$ cat config.mk
export PLATFORM = sky130hd
export DESIGN_NAME = axi4_lite_cmd_master
export DESIGN_NICKNAME = d
export VERILOG_FILES = /design/src/rtl/axi_pkg.sv /design/src/rtl/axi4_lite_cmd_master.sv
export SDC_FILE = /design/constraint.sdc
export NUM_CORES = 1
export LEC_CHECK = 0
export ABC_AREA = 1
export ABC_CLOCK_PERIOD_IN_PS = 1430
export BUFFER_PORTS_ARGS = -buffer_cell sky130_fd_sc_hd__buf_2
export CORE_ASPECT_RATIO = 0.7
export CORE_MARGIN = 4
export CORE_UTILIZATION = 40
export CTS_BUF_LIST = sky130_fd_sc_hd__clkbuf_8
export DETAILED_ROUTE_END_ITERATION = 7
export HOLD_SLACK_MARGIN = 0.02
export PLACE_DENSITY = 0.7
export SLEW_MARGIN = 30
export SYNTH_ARGS = -nofsm -noshare
export SYNTH_HDL_FRONTEND = slang
export SYNTH_SLANG_ARGS = --single-unit
$ cat constraint.sdc
create_clock -name aclk -period 1.43 [get_ports aclk]
set_input_delay 0.2145 -clock aclk [delete_from_list [all_inputs] [get_ports aclk]]
set_output_delay 0.2145 -clock aclk [all_outputs]
set_load 0.01 [all_outputs]
$ cat src/rtl/axi_pkg.sv
// axi_pkg: shared AXI4-Lite response codes, protection default and the
// command-master state encoding.
package axi_pkg;

    localparam logic [1:0] RESP_OKAY   = 2'b00;
    localparam logic [1:0] RESP_EXOKAY = 2'b01;
    localparam logic [1:0] RESP_SLVERR = 2'b10;
    localparam logic [1:0] RESP_DECERR = 2'b11;

    localparam logic [2:0] AXI_PROT_DEFAULT = 3'b000;

    typedef enum logic [2:0] {
        ST_IDLE,
        ST_WR_REQ,
        ST_WR_RESP,
        ST_RD_REQ,
        ST_RD_RESP,
        ST_RSP
    } axi_mst_state_e;

endpackage

$ cat src/rtl/axi4_lite_cmd_master.sv
// axi4_lite_cmd_master: single-outstanding AXI4-Lite master. Turns a
// valid/ready command stream into AW/W/B or AR/R transactions and returns
// one response per command; keeps saturating write/read/error counters.
// Ports: aclk, areset (sync, active-high); cmd_* command stream in;
// rsp_* response stream out; m_aw*/m_w*/m_b*/m_ar*/m_r* AXI4-Lite master;
// wr_count/rd_count/err_count statistics.
module axi4_lite_cmd_master
    import axi_pkg::*;
#(
    parameter int ADDR_WIDTH = 32,
    parameter int DATA_WIDTH = 32,
    parameter int CNT_WIDTH  = 16
) (
    input  logic                    aclk,
    input  logic                    areset,

    input  logic                    cmd_valid,
    output logic                    cmd_ready,
    input  logic                    cmd_write,
    input  logic [ADDR_WIDTH-1:0]   cmd_addr,
    input  logic [DATA_WIDTH-1:0]   cmd_wdata,
    input  logic [DATA_WIDTH/8-1:0] cmd_wstrb,

    output logic                    rsp_valid,
    input  logic                    rsp_ready,
    output logic                    rsp_write,
    output logic [DATA_WIDTH-1:0]   rsp_rdata,
    output logic [1:0]              rsp_resp,

    output logic [ADDR_WIDTH-1:0]   m_awaddr,
    output logic [2:0]              m_awprot,
    output logic                    m_awvalid,
    input  logic                    m_awready,

    output logic [DATA_WIDTH-1:0]   m_wdata,
    output logic [DATA_WIDTH/8-1:0] m_wstrb,
    output logic                    m_wvalid,
    input  logic                    m_wready,

    input  logic [1:0]              m_bresp,
    input  logic                    m_bvalid,
    output logic                    m_bready,

    output logic [ADDR_WIDTH-1:0]   m_araddr,
    output logic [2:0]              m_arprot,
    output logic                    m_arvalid,
    input  logic                    m_arready,

    input  logic [DATA_WIDTH-1:0]   m_rdata,
    input  logic [1:0]              m_rresp,
    input  logic                    m_rvalid,
    output logic                    m_rready,

    output logic [CNT_WIDTH-1:0]    wr_count,
    output logic [CNT_WIDTH-1:0]    rd_count,
    output logic [CNT_WIDTH-1:0]    err_count
);

    axi_mst_state_e state;

    logic aw_done;
    logic w_done;
    logic aw_hs;
    logic w_hs;

    assign aw_hs = m_awvalid & m_awready;
    assign w_hs  = m_wvalid & m_wready;

    assign m_awprot = AXI_PROT_DEFAULT;
    assign m_arprot = AXI_PROT_DEFAULT;

    function automatic logic [CNT_WIDTH-1:0] sat_inc(
        input logic [CNT_WIDTH-1:0] v
    );
        return (&v) ? v : v + {{(CNT_WIDTH-1){1'b0}}, 1'b1};
    endfunction

    always_ff @(posedge aclk) begin
        if (areset) begin
            state     <= ST_IDLE;
            cmd_ready <= 1'b1;
            rsp_valid <= 1'b0;
            rsp_write <= 1'b0;
            rsp_rdata <= '0;
            rsp_resp  <= RESP_OKAY;
            m_awaddr  <= '0;
            m_awvalid <= 1'b0;
            m_wdata   <= '0;
            m_wstrb   <= '0;
            m_wvalid  <= 1'b0;
            m_bready  <= 1'b0;
            m_araddr  <= '0;
            m_arvalid <= 1'b0;
            m_rready  <= 1'b0;
            aw_done   <= 1'b0;
            w_done    <= 1'b0;
            wr_count  <= '0;
            rd_count  <= '0;
            err_count <= '0;
        end else begin
            unique case (state)
                ST_IDLE: begin
                    if (cmd_valid) begin
                        cmd_ready <= 1'b0;
                        rsp_write <= cmd_write;
                        if (cmd_write) begin
                            m_awaddr  <= cmd_addr;
                            m_wdata   <= cmd_wdata;
                            m_wstrb   <= cmd_wstrb;
                            m_awvalid <= 1'b1;
                            m_wvalid  <= 1'b1;
                            aw_done   <= 1'b0;
                            w_done    <= 1'b0;
                            state     <= ST_WR_REQ;
                        end else begin
                            m_araddr  <= cmd_addr;
                            m_arvalid <= 1'b1;
                            state     <= ST_RD_REQ;
                        end
                    end
                end
                ST_WR_REQ: begin
                    // AW and W complete independently, in either order
                    // or in the same cycle.
                    if (aw_hs) begin
                        m_awvalid <= 1'b0;
                        aw_done   <= 1'b1;
                    end
                    if (w_hs) begin
                        m_wvalid <= 1'b0;
                        w_done   <= 1'b1;
                    end
                    if ((aw_done | aw_hs) && (w_done | w_hs)) begin
                        aw_done  <= 1'b0;
                        w_done   <= 1'b0;
                        m_bready <= 1'b1;
                        state    <= ST_WR_RESP;
                    end
                end
                ST_WR_RESP: begin
                    if (m_bvalid) begin
                        m_bready  <= 1'b0;
                        rsp_valid <= 1'b1;
                        rsp_rdata <= '0;
                        rsp_resp  <= m_bresp;
                        wr_count  <= sat_inc(wr_count);
                        if (m_bresp != RESP_OKAY)
                            err_count <= sat_inc(err_count);
                        state <= ST_RSP;
                    end
                end
                ST_RD_REQ: begin
                    if (m_arready) begin
                        m_arvalid <= 1'b0;
                        m_rready  <= 1'b1;
                        state     <= ST_RD_RESP;
                    end
                end
                ST_RD_RESP: begin
                    if (m_rvalid) begin
                        m_rready  <= 1'b0;
                        rsp_valid <= 1'b1;
                        rsp_rdata <= m_rdata;
                        rsp_resp  <= m_rresp;
                        rd_count  <= sat_inc(rd_count);
                        if (m_rresp != RESP_OKAY)
                            err_count <= sat_inc(err_count);
                        state <= ST_RSP;
                    end
                end
                ST_RSP: begin
                    if (rsp_ready) begin
                        rsp_valid <= 1'b0;
                        cmd_ready <= 1'b1;
                        state     <= ST_IDLE;
                    end
                end
                default: begin
                    cmd_ready <= 1'b1;
                    state     <= ST_IDLE;
                end
            endcase
        end
    end

endmodule
=== Word level (Yosys, flattened, before mapping) ===
Index checks and enable logic that the tools add are counted.

* Add/subtract/negate cells: 3
* Equal/unequal tests: 19
* Multiplexer cells: 51
* Bitwise operators: 8
* Reduce and logical (&&, ||, !) cells: 31

{| class="wikitable"
|+ Operators with widths
! cell !! number
|-
| 2-to-1 mux 16 bit || 5
|-
| 2-to-1 mux 32 bit || 2
|-
| one-hot mux 32 bit (2 select lines) || 1
|-
| adder 16 x 1 -> 16 bit, second input constant || 3
|-
| AND reduction 16 bit || 3
|-
| one-hot mux 16 bit (2 select lines) || 1
|-
| != test 2 bit, second input constant || 12
|-
| AND reduction 3 bit || 8
|-
| AND reduction 4 bit || 6
|-
| 2-to-1 mux 1 bit || 22
|-
| 2-to-1 mux 3 bit || 6
|-
| one-hot mux 3 bit (6 select lines) || 1
|-
| one-hot mux 1 bit (2 select lines) || 7
|-
| nonzero test 2 bit || 7
|-
| == test 3 x 2 -> 1 bit, second input constant || 2
|-
| == test 3 bit, second input constant || 2
|-
| 2-to-1 mux 2 bit || 3
|-
| != test 3 bit, second input constant || 2
|-
| one-hot mux 1 bit (3 select lines) || 2
|-
| AND reduction 6 bit || 1
|-
| AND reduction 5 bit || 1
|-
| NOT 1 bit || 4
|-
| one-hot mux 2 bit (2 select lines) || 1
|-
| OR reduction 4 bit || 1
|-
| other kinds (7) || 9
|}

* Flip-flop bits (word level): 195
* Bits of input ports: 114
* Output and inout port bits: 196
* Logic and storage cells: 132

=== Logic depth before layout (Yosys ltp) ===
Gate-level depths: netlist (run 1).

* Word-level depth: 5
* Mapped depth: 11
* Depth with buffers taken out: 10

=== Worst setup path before layout (run 1) ===
OpenSTA, ideal clock, no wires.

* Path kind: reg-to-reg
* From: register wr_count[0]
* To: register wr_count[11]
* Setup time: 0.128 ns
* Arrival: 1.510 ns
* Data required time: 1.302 ns
* Setup slack: -0.208 ns
* Cell stages (with the launch flop): 12
* Path buffers: 1
* Clock period less this slack: 1.638 ns
* Cell sequence: dfxtp_1 > ha_1 > nand2_1 > nor2_1 > nand2_1 > nor2_1 > nor2_1 > buf_2 > nand2_1 > nand2_1 > nand2_1 > nor2_1

* Longest elaborated chain between the ends: 3
* Elaborated cells between the ends (all ways): 4
* Those cells by class: add/sub (1); bitwise (1); reduce/logical (2)

{| class="wikitable"
|+ Ends and longest elaborated chain
! item !! RTL line !! source
|-
| from (decl) || axi4_lite_cmd_master.sv:54 || <nowiki>output logic [CNT_WIDTH-1:0] wr_count,</nowiki>
|-
| from (signal assigned) || axi4_lite_cmd_master.sv:146 || <nowiki>wr_count <= sat_inc(wr_count);</nowiki>
|-
| parallel branches: the longest is 3 deep, another holds adder 16 x 1 -> 16 bit || -- ||
|}

Several ways; the timed one is not identified.
A chain may end at the register's enable or synchronous reset.

=== Worst setup path in the final report (run 1) ===
* From: register state[2]
* To: register m_awaddr[20]

* Longest elaborated chain between the ends: 2

{| class="wikitable"
|+ Ends and longest elaborated chain
! item !! RTL line !! source
|-
| from (decl) || axi4_lite_cmd_master.sv:59 || <nowiki>axi_mst_state_e state;</nowiki>
|-
| from (signal assigned) || axi4_lite_cmd_master.sv:80 || <nowiki>state <= ST_IDLE;</nowiki>
|-
| from (signal assigned) || axi4_lite_cmd_master.sv:114 || <nowiki>state <= ST_WR_REQ;</nowiki>
|-
| from (signal assigned) || axi4_lite_cmd_master.sv:118 || <nowiki>state <= ST_RD_REQ;</nowiki>
|-
| zero test 3 bit || axi4_lite_cmd_master.sv:101 || <nowiki>unique case (state)</nowiki>
|-
| AND reduction 3 bit (no line) || -- ||
|-
| to (signal assigned) || axi4_lite_cmd_master.sv:107 || <nowiki>m_awaddr <= cmd_addr;</nowiki>
|-
| to (decl) || axi4_lite_cmd_master.sv:30 || <nowiki>output logic [ADDR_WIDTH-1:0] m_awaddr,</nowiki>
|}

Every way passes these cells.

==> summary.md, run 1 <==
| Metric | Value |
|---|---|
| Synth Register Bits | 195 |
| Starting density of the core | 0.412 |
| Synth Area in Compound Gates | 0.115 |
| Antenna violations before repair | 0 |
| Final ANT Viol Nets | 0 |
| Largest net degree at the start of global routing | 123 |
| Nets | 1,803 |
| Overflow after GRT | 0 |
| Buffers plus inverters on the worst setup path | 4 |
| CP Launch Type | flop |
| Clock Skews | 0.0217 ns |
| Die Area | 23,000 sq um |
| Setup repair after global routing missed its margin | true |
| Worst-path clk slew | 0.10 ns |
| Highest clock rate | 602 MHz |
| Post-Syn Area | 8240 sq um |
| Die width | 180 um |
| Ys Warns | 0 |
| Crit-path leading delay family | buffers and inverters |
| Area of the core | 20,000 sq um |
| R2R setup slack | -0.23 ns |
| XOR/XNOR Fraction of Synth Area | 0.00850 |
| Cells after synthesis | 1,169 |
| Async SR Flop Fraction | 0 |
| Cell taking the most area after synthesis | dfxtp_1 |
| Drt via density | 5.18 |
| Clock H-tree levels | 4 |
| HPWL after DPL | 18.6 mm |
| Worst Hold Class | input port to flop |
| Status | complete, but fails checks |
| Routed WL per cell | 17.8 um |
| Max VDD drop | 0.870 mV |
| Clk buf depth | 2 |
| Placer Congestion | 0.878 |
| Power density over the cells | 1420 nW/um^2 |
| WL final | 35.1 mm |
| Synth Area in Adders | 0.00455 |
| Commonest cells post-synth | nand2_1, dfxtp_1, nor2_1 |
| Final Critical Period | 1.66 ns |
| Largest family of logic cells by synthesized area | simple AND/OR/NAND/NOR gates |
| Number of port buffers | 303 |
| First-pass GRT wire length | 47.0 mm |
| Count of unique library cells instantiated by Yosys | 33 |
| Final core occ | 0.732 |
| DR vias | 10,200 |
| 1st-pass router iterations | 5 |
| Worst Setup Slack post-DPL | -0.296 ns |
| Crit path DAT | 2.08 ns |
| Most common cell in the netlist | nand2_1 |
| Synth area leaders | dfxtp_1, nand2_1, a21oi_1 |
| Relative slew slack | 0.509 |
| Leakage power | 6.61 nW |
| Violated checks | setup timing |
| Skew-Pair Late Insertion Delay | 0.49 ns |
| Cts bufs inserted | 17 |
| # rows | 43 |
| DRC errors left | 0 |
| Required time worst endpoint | 1.85 ns |
| Final setup viols | 188 |
| Crit-path max FO | 16 |
| Non-Filler Instances | 1,973 |
| TritonCTS clock tree | done |
| I/O pins | 310 |
| Clock tree sinks | 195 |
| Area Overhead vs Synth | 77.7% |
| Post-synth EDFFs | 0 |
| Worst setup margin | -0.232 ns |
| Worst-Margin Slew | 0.736 ns |
| Crit end category | flop |
| CP cell instances | nor2_4 -> buf_6 -> nand2_8 -> nor2_4 -> buf_6 -> buf_12 -> buf_16 -> nand3_1 -> a21oi_2 |
| FF+latch area | 3940 sq um |
| Root Buffer Master | clkbuf_8 |
| Crit-path max cell delay | 0.37 ns |
| Synth Flop Type | dfxtp_1 |
| Final hold vios | 0 |
| Max Cap Viol | 0 |
| Mux cell area share after synthesis | 0 |
| # placed instances | 1,771 |
| Simple-Gate Fraction of Synth Area | 0.326 |
| Crit Path Category | flop to flop |
| Seq/Total Area, Yosys | 0.474 |
| GRT Total Usage | 0.247 |
| Fillers | 1,432 |
| Fin crit share | 1.16 |
| Layout cells sized above 1 | 0.470 |
| Post-Syn Area per Cell | 7.05 sq um |
| Slowest CP cell | dfxtp_4 |
| Max-slew violations | 0 |
| Multi-input logic area | 5300 sq um |
| Number of global-route vias before repair | 9,318 |
| Synth top area share | 0.474 |
| Die height | 128 um |
| Iter 0 DRT Violations | 719 |
[metal layers]
| layer | routed length, um | GRT usage |
|---|---|---|
| met2 | 16800 | 0.408 |
| met4 | 1330 | 0.0990 |
| met5 | 0 | 0 |
| met3 | 2920 | 0.0757 |
| met1 | 14000 | 0.303 |
[timing repair]
| action | CTS | global route |
|---|---|---|
| buffers inserted | 25 | 24 |
| hold buffers | 102 | 1 |
| cloned | 4 | 20 |
| resized for setup | 69 | 392 |
| hold endpoints to repair | 134 | 1 |
| pin swaps | 21 | 110 |
| endpoints found under the setup margin | 182 | 197 |
[report_power, final]
group          switching, mW  total (mW)  internal (mW)
clock network           2.10        3.66           1.56
registers              0.610        6.82           6.21
logic                   5.42        10.3           4.90
[layout by cell type (no fill, tap or decap), drive strengths merged, types with 2 or more instances in the layout]
| master | count |
|---|---|
| nand3b | 4 |
| inv | 72 |
| conb | 6 |
| o21bai | 2 |
| xor2 | 6 |
| nor3 | 6 |
| nor2 | 188 |
| xnor2 | 2 |
| a21oi | 143 |
| o21ai | 40 |
| nand2 | 319 |
| buf | 444 |
| nand3 | 115 |
| or2 | 2 |
| diode | 4 |
| clkbuf | 33 |
| ha | 3 |
| clkinv | 3 |
| nand4 | 9 |
| dlygate4sd3 | 103 |
| dfxtp | 195 |
[final timing paths]
| check | from | endpoint | cells after the start |
|---|---|---|---|
| worst max-delay path | state[2] | m_awaddr[20] | 9 |
| worst min-delay path | m_awready | m_awvalid | 4 |
| worst max register to register | state[2] | m_awaddr[20] | 9 |
| worst min register to register | w_done | w_done | 2 |
[cell families (layout without fill, tap and decap cells)]
group	after synthesis	after routing
compound gates	187	187
xor+xnor	8	8
fa+ha+maj	3	3
buf+inv	134	657
flops	195	195
other cells	1	10
simple gates	641	643
[final cells by class]
type,count,area share
Multi-Input combinational cell,847,0.362
Timing Repair Buffer,560,0.301
Sequential cell,195,0.269
Tap cell,270,0.0231
Clock buffer,20,0.0188
Inverter,65,0.0182
Clock inverter,12,0.00811
Antenna cell,4,0.000683
[metrics by stage]
stage	total power [mW]	instance area [sq um]	TNS (ns)	hold slack, ns
CTS	17.7	12700	-9.61	0.0256
detailed placement	12.7	10700	-14.42	0.431
global placement	12.5	10700	-9.28	0.429
finish	20.8	14700	-25.51	0.0853
floorplan	10.2	8350	0	0.305
global route	21.8	14600	-37.83	0.0884
[sequential cells by signal, summed over array words and instances (netlist names), 2 cells and up]
name / flops
m_wstrb: 4
m_wdata: 32
m_araddr: 32
rsp_resp: 2
wr_count: 16
state: 3
rsp_rdata: 32
rd_count: 16
err_count: 16
m_awaddr: 32
[tightest hold or removal path: stages]
cell and delay [ns]:
buf_2 0.08, nand2_1 0.07, inv_1 0.07, a221oi_1 0.07
Note: power is estimated with default switching activity, not from simulation.
==> run 2, diff against run 1 <==
--- a/config.mk
+++ b/config.mk
@@ -5,7 +5,6 @@
 export SDC_FILE = /design/constraint.sdc
 export NUM_CORES = 1
 export LEC_CHECK = 0
-export ABC_AREA = 1
 export ABC_CLOCK_PERIOD_IN_PS = 1430
 export BUFFER_PORTS_ARGS = -buffer_cell sky130_fd_sc_hd__buf_2
 export CORE_ASPECT_RATIO = 0.7
@@ -13,8 +12,9 @@
 export CORE_UTILIZATION = 40
 export CTS_BUF_LIST = sky130_fd_sc_hd__clkbuf_8
 export DETAILED_ROUTE_END_ITERATION = 7
+export GPL_TIMING_DRIVEN = 0
 export HOLD_SLACK_MARGIN = 0.02
-export PLACE_DENSITY = 0.7
+export PLACE_DENSITY = 0.71
 export SLEW_MARGIN = 30
 export SYNTH_ARGS = -nofsm -noshare
 export SYNTH_HDL_FRONTEND = slang
==> summary.md, run 2 <==
| Metric | Value |
|---|---|
| Area Overhead vs Synth | 66.5% |
| Crit-path max FO | 7 |
| Commonest cells after routing, fill and taps aside | buf_2, nand2_1, dfxtp_1 |
| Violated checks | setup timing |
| Cts bufs inserted | 17 |
| Final ANT Viol Nets | 0 |
| Worst setup margin | -0.429 ns |
| Clk buf depth | 2 |
| Slowest CP cell | dfxtp_4 |
| Crit end category | flop |
| 1st-pass router iterations | 7 |
| Crit path DAT | 2.21 ns |
| Number of global-route vias before repair | 8,643 |
| Die Area | 21,300 sq um |
| Async SR Flop Fraction | 0 |
| Non-Filler Instances | 1,667 |
| Clock tree sinks | 195 |
| Area after DPL | 9690 sq um |
| Highest clock rate | 538 MHz |
| Relative slew slack | 0.537 |
| Hold EP | m_wvalid |
| Clock H-tree levels | 4 |
| Crit Path Category | flop to flop |
| Hold wc startpoint | m_wready |
| Mux cell area share after synthesis | 0.00856 |
| First-pass GRT wire length | 46.3 mm |
| Post-Syn Area per Cell | 8.32 sq um |
| Leakage power | 5.43 nW |
| # rows | 41 |
| Synth Flop Type | dfxtp_1 |
| Count of unique library cells instantiated by Yosys | 54 |
| GRT Total Usage | 0.269 |
| Cell taking the most area after synthesis | dfxtp_1 |
| CP cell instances | buf_6 -> buf_6 -> nor4bb_4 -> buf_6 -> buf_12 -> nand2_4 -> a211oi_4 -> xnor2_1 -> nor2_1 |
| Largest net degree at the start of global routing | 19 |
| Ys Warns | 0 |
| Power density over the cells | 1240 nW/um^2 |
| Area of the core | 18,300 sq um |
| Clock Skews | 0.0166 ns |
| Post-Syn Area | 7600 sq um |
| Fin crit share | 1.30 |
| Die height | 123 um |
| Max-slew violations | 0 |
| Seq/Total Area, Yosys | 0.514 |
| Setup repair after global routing missed its margin | true |
| XOR/XNOR Fraction of Synth Area | 0.0369 |
| Commonest cells post-synth | nand2_1, dfxtp_1, a21oi_1 |
| Final hold vios | 0 |
| Hold Crit Depth | 4 |
| Final Critical Period | 1.86 ns |
| Most common cell after layout, fill and taps aside | buf_2 |
| # placed instances | 1,456 |
| Skew-Pair Late Insertion Delay | 0.48 ns |
| Synth top area share | 0.514 |
| DR vias | 8,800 |
| Crit-path leading delay family | buffers and inverters |
| HPWL after DPL | 18.6 mm |
| Synth Area in Compound Gates | 0.153 |
| R2R setup slack | -0.43 ns |
| Synth Area in Adders | 0.00494 |
| WL final | 30.2 mm |
| Most frequent CP cell | buf_6 |
| Root Buffer Master | clkbuf_8 |
| Layout cells sized above 1 | 0.425 |
| Iter 0 DRT Violations | 678 |
| Final setup viols | 188 |
| Worst-path clk slew | 0.11 ns |
| Post-synth EDFFs | 0 |
| Drt via density | 5.28 |
| Synth Register Bits | 195 |
| Die width | 173 um |
| Max Cap Viol | 0 |
| CP Launch Type | flop |
| Cells after synthesis | 913 |
| Buffers plus inverters on the worst setup path | 4 |
| Placer Congestion | 0.839 |
| Antenna violations before repair | 3 |
| DRC errors left | 0 |
| Worst Hold Class | input port to flop |
| Crit-path max cell delay | 0.38 ns |
| Synth area leaders | dfxtp_1, nand2_1, a21oi_1 |
| Max VDD drop | 0.705 mV |
| Number of port buffers | 302 |
| Nets | 1,532 |
| Worst-Margin Slew | 0.694 ns |
| Simple-Gate Fraction of Synth Area | 0.243 |
| Overflow after GRT | 0 |
| Status | complete, but fails checks |
| Largest family of logic cells by synthesized area | simple AND/OR/NAND/NOR gates |
| Routed WL per cell | 18.1 um |
| Worst Setup Slack post-DPL | -0.616 ns |
| Capture point of the worst reg-to-reg path | rd_count[4] |
| FF-to-FF Start | state[1] |
| Final cell area excluding filler cells | 12,700 sq um |
| Starting density of the core | 0.415 |
| Most common cell in the netlist | nand2_1 |
| I/O pins | 310 |
| Worst Reg-to-Reg Cells | 9 |
| TritonCTS clock tree | done |
| Required time worst endpoint | 1.78 ns |
[run 2: changes by cell type in the layout (fill, tap and decap cells not counted), sizes merged, moves of 29 or more]
cell / delta
nand3: -93
nand2: -94
o21ai: -29
nor2: -98
a22oi: +33
inv: -61
buf: -34
[run 2: what timing repair did]
action | in CTS | in global routing
gates cloned | 9 | 0
endpoints found under the setup margin | 193 | 192
pin swaps | 44 | 37
buffers inserted | 50 | 21
resized for setup | 116 | 149
hold buffers | 103 | 0
endpoints found under the hold margin | 134 | 0
[run 2: kinds of logic (layout without fill, tap and decap cells)]
logic type                 count (synthesis)  in the layout
other                                      1              9
muxes                                      6              6
adders and majority gates                  3              3
and+or+nand+nor                          413            413
xor gates and xnor gates                  32             32
DFF                                      195            195
AOI/OAI and AO/OA                        194            195
buffers and inverters                     69            578
[run 2: how the worst max path moves through the flow]
stage               startpoint             to  slack (ns)  cells after the start
floorplan             state[0]   err_count[1]       -0.40                      8
global placement        areset  err_count[13]       -0.59                      4
detailed placement    state[2]   m_araddr[28]       -0.62                      7
CTS                   state[1]   err_count[1]       -0.44                      7
global route          state[1]   err_count[1]       -0.49                      7
finish                state[1]    rd_count[4]       -0.43                      9
[run 2: tightest hold or removal path: cells and delay by family]
| kind | cells | cell delay [ns] |
|---|---|---|
| compound gates | 1 | 0.05 |
| buf+inv | 1 | 0.11 |
| simple gates | 2 | 0.12 |
[run 2: per-stage QoR]
step | hold WS (ns) | util | total power, mW | TNS (ns)
6_report | 0.0641 | 0.691 | 15.7 | -37.30
5_1_grt | 0.0765 | 0.691 | 16.4 | -49.82
4_1_cts | 0.0290 | 0.659 | 14.8 | -46.99
3_5_place_dp | 0.444 | 0.529 | 9.80 | -89.58
3_3_place_gp | 0.438 | 0.529 | 9.73 | -86.91
2_1_floorplan | 0.330 | - | 8.51 | -12.30
[run 2: power by group]
group	switching, mW	total [mW]	internal, mW	leakage (nW)
combinational	2.88	5.68	2.81	3.63
clock	2.19	3.68	1.49	0.200
sequential	0.396	6.36	5.96	1.60
total	5.46	15.7	10.3	5.43
[run 2: final cells by class]
type,count,area [sq um]
inverter,4,15.0
clock buffer,18,248
multi-input combinational,655,4170
timing repair buffer,480,3300
clock inverter,14,143
sequential,195,3970
fill,1353,5660
buffer,62,514
antenna,3,7.51
tap,236,295
[run 2: routing by layer]
layer / vias to the layer above / part of all wire / GRT usage
met5: - / 0.00036 / 0
met4: 2 / 0.036 / 0.127
met3: 82 / 0.070 / 0.0584
met2: 382 / 0.48 / 0.442
met1: 4212 / 0.42 / 0.344
li1: 4122 / - / -
==> run 3, diff against run 2 <==
--- a/config.mk
+++ b/config.mk
@@ -5,16 +5,17 @@
 export SDC_FILE = /design/constraint.sdc
 export NUM_CORES = 1
 export LEC_CHECK = 0
-export ABC_CLOCK_PERIOD_IN_PS = 1430
 export BUFFER_PORTS_ARGS = -buffer_cell sky130_fd_sc_hd__buf_2
+export CELL_PAD_IN_SITES_DETAIL_PLACEMENT = 0
+export CELL_PAD_IN_SITES_GLOBAL_PLACEMENT = 1
 export CORE_ASPECT_RATIO = 0.7
 export CORE_MARGIN = 4
-export CORE_UTILIZATION = 40
+export CORE_UTILIZATION = 32
 export CTS_BUF_LIST = sky130_fd_sc_hd__clkbuf_8
 export DETAILED_ROUTE_END_ITERATION = 7
 export GPL_TIMING_DRIVEN = 0
 export HOLD_SLACK_MARGIN = 0.02
-export PLACE_DENSITY = 0.71
+export PLACE_DENSITY_LB_ADDON = 0.1
 export SLEW_MARGIN = 30
 export SYNTH_ARGS = -nofsm -noshare
 export SYNTH_HDL_FRONTEND = slang
==> summary.md, run 3 (synthesis results as in run 2) <==
| Metric | Value |
|---|---|
| Worst Hold Class | input port to flop |
| Die height | 137 um |
| Iter 0 DRT Violations | 414 |
| Worst setup margin | -0.429 ns |
| Largest net degree at the start of global routing | 17 |
| 1st-pass router iterations | 5 |
| Die Area | 26,300 sq um |
| Crit end category | flop |
| Hold_ws | 0.0594 ns |
| First-pass GRT wire length | 42.9 mm |
| Worst Reg-to-Reg Cells | 7 |
| DRC errors left | 0 |
| Status | complete, but fails checks |
| Max Cap Viol | 0 |
| Starting density of the core | 0.330 |
| # rows | 46 |
| Setup repair after global routing missed its margin | true |
| GRT Total Usage | 0.205 |
| WL final | 29.6 mm |
| Final Critical Period | 1.86 ns |
| Required time worst endpoint | 1.77 ns |
| Layout cells sized above 1 | 0.552 |
| Clk buf depth | 2 |
| Crit-path max FO | 6 |
| Multi-input logic area | 5110 sq um |
| FF+latch area | 3970 sq um |
| Total Neg Setup Slack | -43.37 ns |
| Area Overhead vs Synth | 84.4% |
| Hold Crit Depth | 4 |
| Fillers | 2,037 |
| TritonCTS clock tree | done |
| Crit path DAT | 2.20 ns |
| Clock tree sinks | 195 |
| Power density over the cells | 1190 nW/um^2 |
| Die width | 192 um |
| Worst-Margin Slew | 0.869 ns |
| Number of port buffers | 302 |
| I/O pins | 310 |
| Cts bufs inserted | 17 |
| Number of global-route vias before repair | 7,912 |
| Nets | 1,541 |
| Commonest cells after routing, fill and taps aside | buf_2, dfxtp_1, nand2_1 |
| Highest clock rate | 538 MHz |
| Fin crit share | 1.30 |
| Relative slew slack | 0.420 |
| Drt via density | 4.81 |
| Violated checks | setup timing |
| Worst-path clk slew | 0.09 ns |
| Final setup viols | 189 |
| Routed WL per cell | 16.9 um |
| Non-Filler Instances | 1,752 |
| Most common cell after layout, fill and taps aside | buf_2 |
| HPWL after DPL | 19.2 mm |
| Final hold vios | 0 |
| Antenna violations before repair | 3 |
| Placer Congestion | 0.783 |
| Max VDD drop | 0.699 mV |
| Clock Skews | 0.0178 ns |
| Leakage power | 6.10 nW |
| CP Launch Type | flop |
| Skew-Pair Late Insertion Delay | 0.48 ns |
| Area of the core | 23,000 sq um |
| Root Buffer Master | clkbuf_8 |
| DR vias | 8,434 |
| Max-slew violations | 0 |
| Overflow after GRT | 0 |
| Clock H-tree levels | 4 |
| Crit Path Category | flop to flop |
| # placed instances | 1,532 |
| Final ANT Viol Nets | 0 |
run 3: changes by cell type in the layout (fill, tap and decap cells not counted), moves of 7 or more:
| cell | before | now |
|---|---|---|
| a21oi_1 | 109 | 27 |
| buf_4 | 57 | 50 |
| a21oi_2 | 16 | 97 |
| nand2_4 | 1 | 84 |
| nand2_2 | 6 | 21 |
| nand2_1 | 217 | 118 |
| clkbuf_16 | 1 | 11 |
run 3: metrics by stage:
| stage | setup WS, ns | util | instance area (sq um) | total power [mW] |
|---|---|---|---|---|
| 2_1_floorplan | -0.403 | - | 7880 | 8.51 |
| 3_3_place_gp | -0.755 | 0.425 | 9780 | 9.84 |
| 3_5_place_dp | -0.778 | 0.425 | 9780 | 9.87 |
| 4_1_cts | -0.487 | 0.530 | 12200 | 14.9 |
| 5_1_grt | -0.482 | 0.609 | 14000 | 17.6 |
| 6_report | -0.429 | 0.609 | 14000 | 16.7 |
run 3: where the power goes:
part	leakage [nW]	switching, mW	internal, mW
clock network	0.190	2.05	1.40
logic	4.31	3.41	3.53
registers	1.60	0.393	5.96
run 3: area by class of cell:
type	count	share of cell area
Clock buffer	21	0.0206
Inverter	4	0.00107
Tap cell	312	0.0279
Sequential cell	195	0.283
Multi-Input combinational cell	655	0.365
Buffer	62	0.0418
Antenna cell	3	0.000536
Clock inverter	11	0.00562
Timing Repair Buffer	489	0.255
run 3: worst paths after layout:
| kind | start | to | slack [ns] |
|---|---|---|---|
| worst max-delay path | state[1] | err_count[1] | -0.43 |
| worst min-delay path | m_wready | m_wvalid | 0.06 |
| worst max register to register | state[1] | err_count[1] | -0.43 |
| worst min register to register | m_awaddr[29] | m_awaddr[29] | 0.46 |
run 3: repair_timing:
item	in CTS	in global routing
endpoints found under the setup margin	193	192
hold buffers	102	0
setup buffers	40	31
endpoints found under the hold margin	136	0
cloned	7	10
gates resized for setup	143	385
pin swaps	33	227
run 3: worst max-delay path: stages (launching register included):
cell,delay [ns]
dfxtp_4,0.39
buf_6,0.10
or4b_4,0.45
o32a_4,0.26
nand3_4,0.17
buf_8,0.14
mux2i_1,0.17
nor2_1,0.05
run 3: per-layer routing:
layer,GRT usage,up-vias,part of all wire
met5,0,-,0
met3,0.0548,28,0.058
met1,0.290,4041,0.47
li1,-,4155,-
met2,0.308,210,0.45
met4,0.0574,0,0.016
